`config.mk`:
```
export PLATFORM = sky130hd
export DESIGN_NAME = apb_upsizer_param
export DESIGN_NICKNAME = d
export VERILOG_FILES = /design/src/rtl/apb_upsizer_param.sv
export SDC_FILE = /design/constraint.sdc
export NUM_CORES = 1
export LEC_CHECK = 0
export BUFFER_PORTS_ARGS = -buffer_cell sky130_fd_sc_hd__buf_4
export CORE_MARGIN = 2
export CORE_UTILIZATION = 46
export DETAILED_ROUTE_END_ITERATION = 16
export PLACE_DENSITY = 0.84
export SYNTH_ARGS = -nofsm -noshare
export SYNTH_HDL_FRONTEND = slang
export SYNTH_SLANG_ARGS = --single-unit
```
`constraint.sdc`:
```
create_clock -name pclk -period 2.25 [get_ports pclk]
set_clock_uncertainty 0.15 [all_clocks]
set_input_delay 0.1125 -clock pclk [delete_from_list [all_inputs] [get_ports pclk]]
set_output_delay 0.1125 -clock pclk [all_outputs]
set_load 0.01 [all_outputs]
```
`src/rtl/apb_upsizer_param.sv`:
```
// rtl/apb_upsizer_param.sv - APB bridge from a narrow master to a wide slave, one beat per transfer.
// Optional slave-wait timeout: define APB_UPSIZER_TIMEOUT_EN.
module apb_upsizer_param #(
    parameter int ADDR_W    = 32,
    parameter int M_DW      = 16,
    parameter int S_DW      = 32,
    parameter int TO_CYCLES = 255
) (
    input  logic                pclk,
    input  logic                prst,
    input  logic                psel_m_i,
    input  logic                penable_m_i,
    input  logic                pwrite_m_i,
    input  logic [ADDR_W-1:0]   paddr_m_i,
    input  logic [M_DW-1:0]     pwdata_m_i,
    input  logic [M_DW/8-1:0]   pstrb_m_i,
    output logic [M_DW-1:0]     prdata_m_o,
    output logic                pready_m_o,
    output logic                pslverr_m_o,
    output logic                psel_s_o,
    output logic                penable_s_o,
    output logic                pwrite_s_o,
    output logic [ADDR_W-1:0]   paddr_s_o,
    output logic [S_DW-1:0]     pwdata_s_o,
    output logic [S_DW/8-1:0]   pstrb_s_o,
    input  logic [S_DW-1:0]     prdata_s_i,
    input  logic                pready_s_i,
    input  logic                pslverr_s_i
);

    localparam int R  = S_DW / M_DW;
    localparam int MB = $clog2(M_DW / 8);
    localparam int LW = (R > 1) ? $clog2(R) : 1;
    localparam logic [ADDR_W-1:0] ALIGN_MASK = ADDR_W'(S_DW / 8 - 1);

    typedef enum logic [1:0] {IDLE, SETUP, ACCESS, DONE} state_t;

    state_t              state_q, state_d;
    logic [LW-1:0]       lane_q, lane_d;
    logic                psel_q, psel_d;
    logic                penable_q, penable_d;
    logic                pwrite_q, pwrite_d;
    logic [ADDR_W-1:0]   paddr_q, paddr_d;
    logic [S_DW-1:0]     pwdata_q, pwdata_d;
    logic [S_DW/8-1:0]   pstrb_q, pstrb_d;
    logic [M_DW-1:0]     prdata_q, prdata_d;
    logic                pready_q, pready_d;
    logic                pslverr_q, pslverr_d;
    logic [LW-1:0]       lane;

`ifdef APB_UPSIZER_TIMEOUT_EN
    localparam int CNT_W = ($clog2(TO_CYCLES + 1) > 8) ? $clog2(TO_CYCLES + 1) : 8;
    logic [CNT_W-1:0]    cnt_q, cnt_d;
`endif

    // Capture happens on psel alone, so the master's enable phase carries no information here.
    logic unused_penable;
    assign unused_penable = penable_m_i;

    assign lane = (R > 1) ? LW'(paddr_m_i >> MB) : '0;

    always_ff @(posedge pclk) begin
        if (prst) begin
            state_q   <= IDLE;
            lane_q    <= '0;
            psel_q    <= 1'b0;
            penable_q <= 1'b0;
            pwrite_q  <= 1'b0;
            paddr_q   <= '0;
            pwdata_q  <= '0;
            pstrb_q   <= '0;
            prdata_q  <= '0;
            pready_q  <= 1'b0;
            pslverr_q <= 1'b0;
`ifdef APB_UPSIZER_TIMEOUT_EN
            cnt_q     <= '0;
`endif
        end else begin
            state_q   <= state_d;
            lane_q    <= lane_d;
            psel_q    <= psel_d;
            penable_q <= penable_d;
            pwrite_q  <= pwrite_d;
            paddr_q   <= paddr_d;
            pwdata_q  <= pwdata_d;
            pstrb_q   <= pstrb_d;
            prdata_q  <= prdata_d;
            pready_q  <= pready_d;
            pslverr_q <= pslverr_d;
`ifdef APB_UPSIZER_TIMEOUT_EN
            cnt_q     <= cnt_d;
`endif
        end
    end

    always_comb begin
        state_d   = state_q;
        lane_d    = lane_q;
        psel_d    = psel_q;
        penable_d = penable_q;
        pwrite_d  = pwrite_q;
        paddr_d   = paddr_q;
        pwdata_d  = pwdata_q;
        pstrb_d   = pstrb_q;
        prdata_d  = prdata_q;
        pready_d  = pready_q;
        pslverr_d = pslverr_q;
`ifdef APB_UPSIZER_TIMEOUT_EN
        cnt_d     = cnt_q;
`endif
        case (state_q)
            IDLE: begin
                if (psel_m_i) begin
                    pwrite_d  = pwrite_m_i;
                    paddr_d   = paddr_m_i & ~ALIGN_MASK;
                    pwdata_d  = S_DW'(pwdata_m_i) << (lane * M_DW);
                    pstrb_d   = (S_DW / 8)'(pstrb_m_i) << (lane * (M_DW / 8));
                    lane_d    = lane;
                    psel_d    = 1'b1;
                    penable_d = 1'b0;
                    state_d   = SETUP;
                end
            end
            SETUP: begin
                penable_d = 1'b1;
`ifdef APB_UPSIZER_TIMEOUT_EN
                cnt_d     = '0;
`endif
                state_d   = ACCESS;
            end
            ACCESS: begin
                if (pready_s_i) begin
                    psel_d    = 1'b0;
                    penable_d = 1'b0;
                    if (!pwrite_q) begin
                        prdata_d = M_DW'(prdata_s_i >> (lane_q * M_DW));
                    end
                    pslverr_d = pslverr_s_i;
                    pready_d  = 1'b1;
                    state_d   = DONE;
                end
`ifdef APB_UPSIZER_TIMEOUT_EN
                // Expiry fires on the TO_CYCLES-th unanswered ACCESS cycle.
                else if (int'(cnt_q) + 1 >= TO_CYCLES) begin
                    psel_d    = 1'b0;
                    penable_d = 1'b0;
                    prdata_d  = '0;
                    pslverr_d = 1'b1;
                    pready_d  = 1'b1;
                    state_d   = DONE;
                end else begin
                    cnt_d = cnt_q + 1'b1;
                end
`endif
            end
            DONE: begin
                pready_d  = 1'b0;
                pslverr_d = 1'b0;
                state_d   = IDLE;
            end
            default: state_d = IDLE;
        endcase
    end

    assign prdata_m_o  = prdata_q;
    assign pready_m_o  = pready_q;
    assign pslverr_m_o = pslverr_q;
    assign psel_s_o    = psel_q;
    assign penable_s_o = penable_q;
    assign pwrite_s_o  = pwrite_q;
    assign paddr_s_o   = paddr_q;
    assign pwdata_s_o  = pwdata_q;
    assign pstrb_s_o   = pstrb_q;

endmodule

```
* After elaboration in Yosys (flattened, before gate mapping)
Index checks and enable logic that the tools add are counted.
W data, S select, Z words.
** Operators by class
- Order comparisons :: 0
- Multiply operators :: 0
- Add/sub/neg operators :: 0
- Divide/modulo/power cells :: 0
- Multiplexer cells :: 12
- Equal/unequal tests :: 5
- Reduce and logical (&&, ||, !) cells :: 10
- Bitwise gates (word level) :: 1
- Shift-type cells :: 3
** Operators by type and width (count)
- $shl A16 B5 Y32 :: 1
- $shr A32 B5 Y16 :: 1
- $reduce_and A3 Y1 :: 3
- $pmux W2 S4 :: 1
- $pmux W1 S2 :: 3
- $reduce_and A2 Y1 :: 3
- $mux W1 :: 5
- $eq A2 B2 Y1 const B :: 2
- $mux W2 :: 2
- $ne A2 B2 Y1 const B :: 2
- $reduce_bool A2 Y1 :: 2
- $shl A2 B2 Y4 :: 1
- $pmux W1 S3 :: 1
- $reduce_bool A3 Y1 :: 1
- $eq A2 B1 Y1 const B :: 1
- $logic_not A2 Y1 :: 1
- $not A1 Y1 :: 1
** Word-level totals
- ROM bits :: 0
- Memory bits (writable) :: 0
- Bits in latches :: 0
- Register bits after elaboration :: 90
- Memories kept :: 0
- Output and inout port bits :: 89
- Input port bits :: 89

* Longest topological paths before layout
- Depth in word-level cells :: 3
- Mapped depth :: 8

* Worst setup path before layout
OpenSTA, ideal clock, no wires.
- Kind :: flip-flop to flip-flop
- From :: reg state_q[0]
- To :: reg prdata_q[10] (netlist: prdata_m_o[10])
- Path slack :: 0.633 ns
- Required time :: 2.020 ns
- Data arrival time :: 1.386 ns
- Cell stages (with the launch flop) :: 8
- Library setup time :: 0.080 ns
- Cells stage by stage :: dfxtp_1 -> inv_1 -> ha_1 -> buf_6 -> and3b_1 -> buf_6 -> buf_4 -> a211oi_2
** Between the ends
- Cells in the longest elaborated chain, start to end :: 2
** Ends and longest elaborated chain
- start, declared :: RTL line 38 : state_t state_q, state_d;
- start signal, assigned :: RTL line 79 : state_q <= state_d;
- $eq A2 B2 Y1 :: RTL line 111 : case (state_q)
- $reduce_and A3 Y1 (no source line)
- end signal, assigned :: RTL line 87 : prdata_q <= prdata_d;
- end, declared :: RTL line 46 : logic [M_DW-1:0] prdata_q, prdata_d;
No other way between the ends.
A chain may end at the register's enable or synchronous reset.

* Worst setup path in the final report
- From :: reg state_q[0]
- To :: reg pslverr_q (netlist: pslverr_m_o)
** Between the ends
- Cells in the longest elaborated chain, start to end :: 3
- Elaborated cells on any way between the ends :: 6
** Ends and longest elaborated chain
- $eq A2 B2 Y1 :: RTL line 111
- $ne A2 B2 Y1 (no source line) or $reduce_bool A2 Y1 (tied branches)
- $reduce_and A2 Y1 (no source line)
- end signal, assigned :: RTL line 89 : pslverr_q <= pslverr_d;
- end, declared :: RTL line 48 : logic pslverr_q, pslverr_d;
Several ways; a longest one is shown, not always the timed one.

==> results by group <==
Outcome
  • Status: completed

Worst setup path
  • Crit path kind: reg -> reg
  • Reg2reg start: state_q[0]$_SDFFE_PP0P_
  • Crit path launch type: flip-flop
  • Crit path buf inv count: 2
  • Worst Path Max Fanout: 9
  • CP arrival: between 2 and 2.5 ns
  • CP max stage cell: dlygate4sd3_1
  • CP Cell Sequence: inv_1 > ha_1 > nand4_1 > dlygate4sd3_1 > a21oi_1
  • WP data required: 2.39 ns
  • WP depth: 5
  • Crit end category: flip-flop
  • Crit path max-delay family: buffers and inverters
  • Crit path largest cell delay: 0.59 ns
  • R2R Setup Slk: 0.38 ns
  • Reg-to-Reg End: pslverr_m_o$_SDFFE_PP0P_
  • Reg2reg path depth: 5
  • Critical Path Sink: pslverr_m_o$_SDFFE_PP0P_
  • Critical Path Start: state_q[0]$_SDFFE_PP0P_

Synth
  • Sequential element share of the synthesized area: 48.8%
  • Top cell type's share of synthesized area: roughly half
  • YS warnings: 0
  • Cells after Synth: 420
  • Cell with the most instances after synthesis: nand2_1
  • Ys async rst share: 0%
  • Mapped Area: between 3000 and 4000 sq um
  • #FFs+latches synth: 90
  • Area leader, netlist: dfxtp_1
  • Post-synth EDFFs: 0
  • Most common library cells after synthesis: nand2_1, dfxtp_1, a21oi_1
  • Yosys cell types: 34
  • Syn Area/Cell: 8.79 sq um
  • Main area contributors after synthesis: dfxtp_1, nand2_1, a21oi_1
  • Primary FF master, synth: dfxtp_1

Pwr
  • Pwr/cell area: around 860 nW/um^2
  • Worst IR Drop VDD: 0.000411 V
  • Power after layout: 5.12 mW
  • Static Leakage: 2.51 nW

Clock network
  • Post-cts resize count: 0
  • Clock-pin slew on the worst setup and hold paths: ~0.09 ns
  • CTS sink count: 90
  • Depth of the CTS H-tree: 3
  • Post-CTS Setup Repair Bufs: 0
  • Worst-Skew Late Latency: 0.36 ns
  • Num CTS Buffers: 9
  • Clock root buffer: clkbuf_8
  • Maximum buffer depth of the clock tree: 2
  • CTS tree: built

Timing
  • Fin crit period: about 1.9 ns
  • Slew Limit Headroom: 60.2%
  • Final setup violation count: 0
  • Max Fclk: 535 MHz
  • Max-slew violations: 0
  • Final hold vios: 0
  • Period utilisation layout: between 80 and 90%
  • RSZ-0062 raised after global routing: no
  • Final WS setup: around 0.38 ns
  • TNS Setup: 0 ns
  • Measured slew at the worst slew-check pin: 0.597 ns

Cells and area
  • ANT cells: 0
  • Area delta synth->final: 61.4%
  • Fill cells: 501
  • Multi-input logic area: 1650 sq um
  • Ratio of cells with drive above 1 in the final layout: between 30 and 40%
  • Non-Filler Instances: 762
  • Layout Utilization: approximately three quarters
  • FF+latch area: 1800 sq um
  • # nets final: between 700 and 800

GRT
  • First-pass GRT wire length: ~19000 um
  • Total grt overflow: 0
  • Initial antenna violation count: 0
  • Total GRT Usage: between 20% and 30%
  • Vias in the first global route: 3888
  • Largest net degree at the start of global routing: 48

Floorplanning
  • Die X: 93.6 um
  • Initial Util: 47.6%
  • Die Ht: 93.6 um
  • Core ar.: 7770 sq um
  • # rows: 32
  • # IOs: approximately 180
  • Die area: 8760 sq um

Min path
  • Hold depth: 3
  • HP Class: in -> reg

Placement
  • Number of port buffers: about 170
  • Dpl ws: 0.465 ns
  • Dpl cells: ~670
  • Routability cong.: 0.793
  • Final HPWL DP: 6810 um

Flow run
  • Maxcap violations: 0

Routing
  • Drt initial violations: 147
  • DR DRC count: 0
  • Vias post-DR: 3877
  • Final ANT Viol Nets: 0
  • Routed WL per cell: 15.8 um
  • Vias per std cell: ~5
  • DRT Pass-1 Iters: 4
  • Total routed wirelength: 12000 um
## placed cells by master, fill, tap and decap left out, types with 2 or more instances in the layout
cell and instances:
nor2_2 14, clkinv_2 3, a211oi_2 14, buf_4 177
clkbuf_8 10, inv_6 2, nor2b_1 2, nand4_1 2
o21ai_0 4, dfxtp_1 90, inv_1 3, nor2_1 4
a21oi_1 74, mux2i_1 16, dlygate4sd3_1 81, nand3_1 20
nand3b_1 18, nand2_1 100, a211oi_1 2, nand2b_1 2
conb_1 2, buf_12 3, ha_1 6
## kinds of logic (layout without fill, tap and decap cells)
kind of cell / after synthesis / after routing / synth area share (%)
other cells: 1 / 2 / 0.102
flops: 90 / 90 / 48.8
buf+inv: 41 / 280 / 6.88
fa+ha+maj: 6 / 6 / 2.03
simple gates: 170 / 170 / 21.8
compound gates: 96 / 96 / 16.1
mux: 16 / 16 / 4.34
## sequential cells by signal, indices dropped and copies added, names as in the netlist
| signal | flops |
|---|---|
| pwdata_s_o | 32 |
| paddr_s_o | 30 |
| prdata_m_o | 16 |
| pstrb_s_o | 4 |
| state_q | 2 |
| lane_q | 1 |
| penable_s_o | 1 |
| pready_m_o | 1 |
| psel_s_o | 1 |
| pslverr_m_o | 1 |
| pwrite_s_o | 1 |
## where the power goes
group	internal, mW	leakage (nW)	total, mW	switching (mW)
sequential	1.87	0.734	2.05	0.175
clock	0.434	0.0928	1.02	0.585
combinational	0.951	1.68	2.05	1.10
## per-layer routing
| metal | global-route usage (%) | part of all wire (%) | vias to the layer above |
|---|---|---|---|
| met3 | 6.69 | 7.7 | 29 |
| li1 | - | - | 1877 |
| met2 | 47.2 | 49 | 164 |
| met5 | 0 | 0 | - |
| met4 | 13.2 | 3.1 | 0 |
| met1 | 31.8 | 40 | 1807 |
## worst min-delay path by stage
stage	startpoint	endpoint	slack, ns
2_1_floorplan	paddr_m_i[10]	paddr_s_o[10]$_SDFFE_PP0P_	0.1
3_3_place_gp	paddr_m_i[17]	paddr_s_o[17]$_SDFFE_PP0P_	0.21
3_5_place_dp	paddr_m_i[26]	paddr_s_o[26]$_SDFFE_PP0P_	0.22
4_1_cts	prdata_s_i[29]	prdata_m_o[13]$_SDFFE_PP0P_	0.002
5_1_grt	prdata_s_i[6]	prdata_m_o[6]$_SDFFE_PP0P_	0.02
6_report	prdata_s_i[6]	prdata_m_o[6]$_SDFFE_PP0P_	0.01
## worst register-to-register path: stages (launching register included)
cell,delay [ns]
dfxtp_1,0.35
inv_1,0.14
ha_1,0.33
nand4_1,0.12
dlygate4sd3_1,0.59
a21oi_1,0.12
## cell type report
cell class / count / area share, %
Multi-Input combinational cell: 290 / 27.6
Clock inverter: 6 / 0.671
Tap cell: 102 / 2.14
Timing Repair Buffer: 261 / 36.9
Inverter: 3 / 0.189
Clock buffer: 10 / 2.31
Sequential cell: 90 / 30.2
## repair_timing
action                                 in CTS  in global routing
endpoints found under the hold margin      86                  0
setup endpoints to repair                   0                  0
hold buffers                               81                  0
## stage by stage
step / hold slack [ns] / area (sq um)
2_1_floorplan: 0.0985 / 3700
6_report: 0.0108 / 5960
5_1_grt: 0.0216 / 5960
4_1_cts: 0.00225 / 5960
3_5_place_dp: 0.218 / 4970
3_3_place_gp: 0.209 / 4970
(Power assumes the default switching activity.)
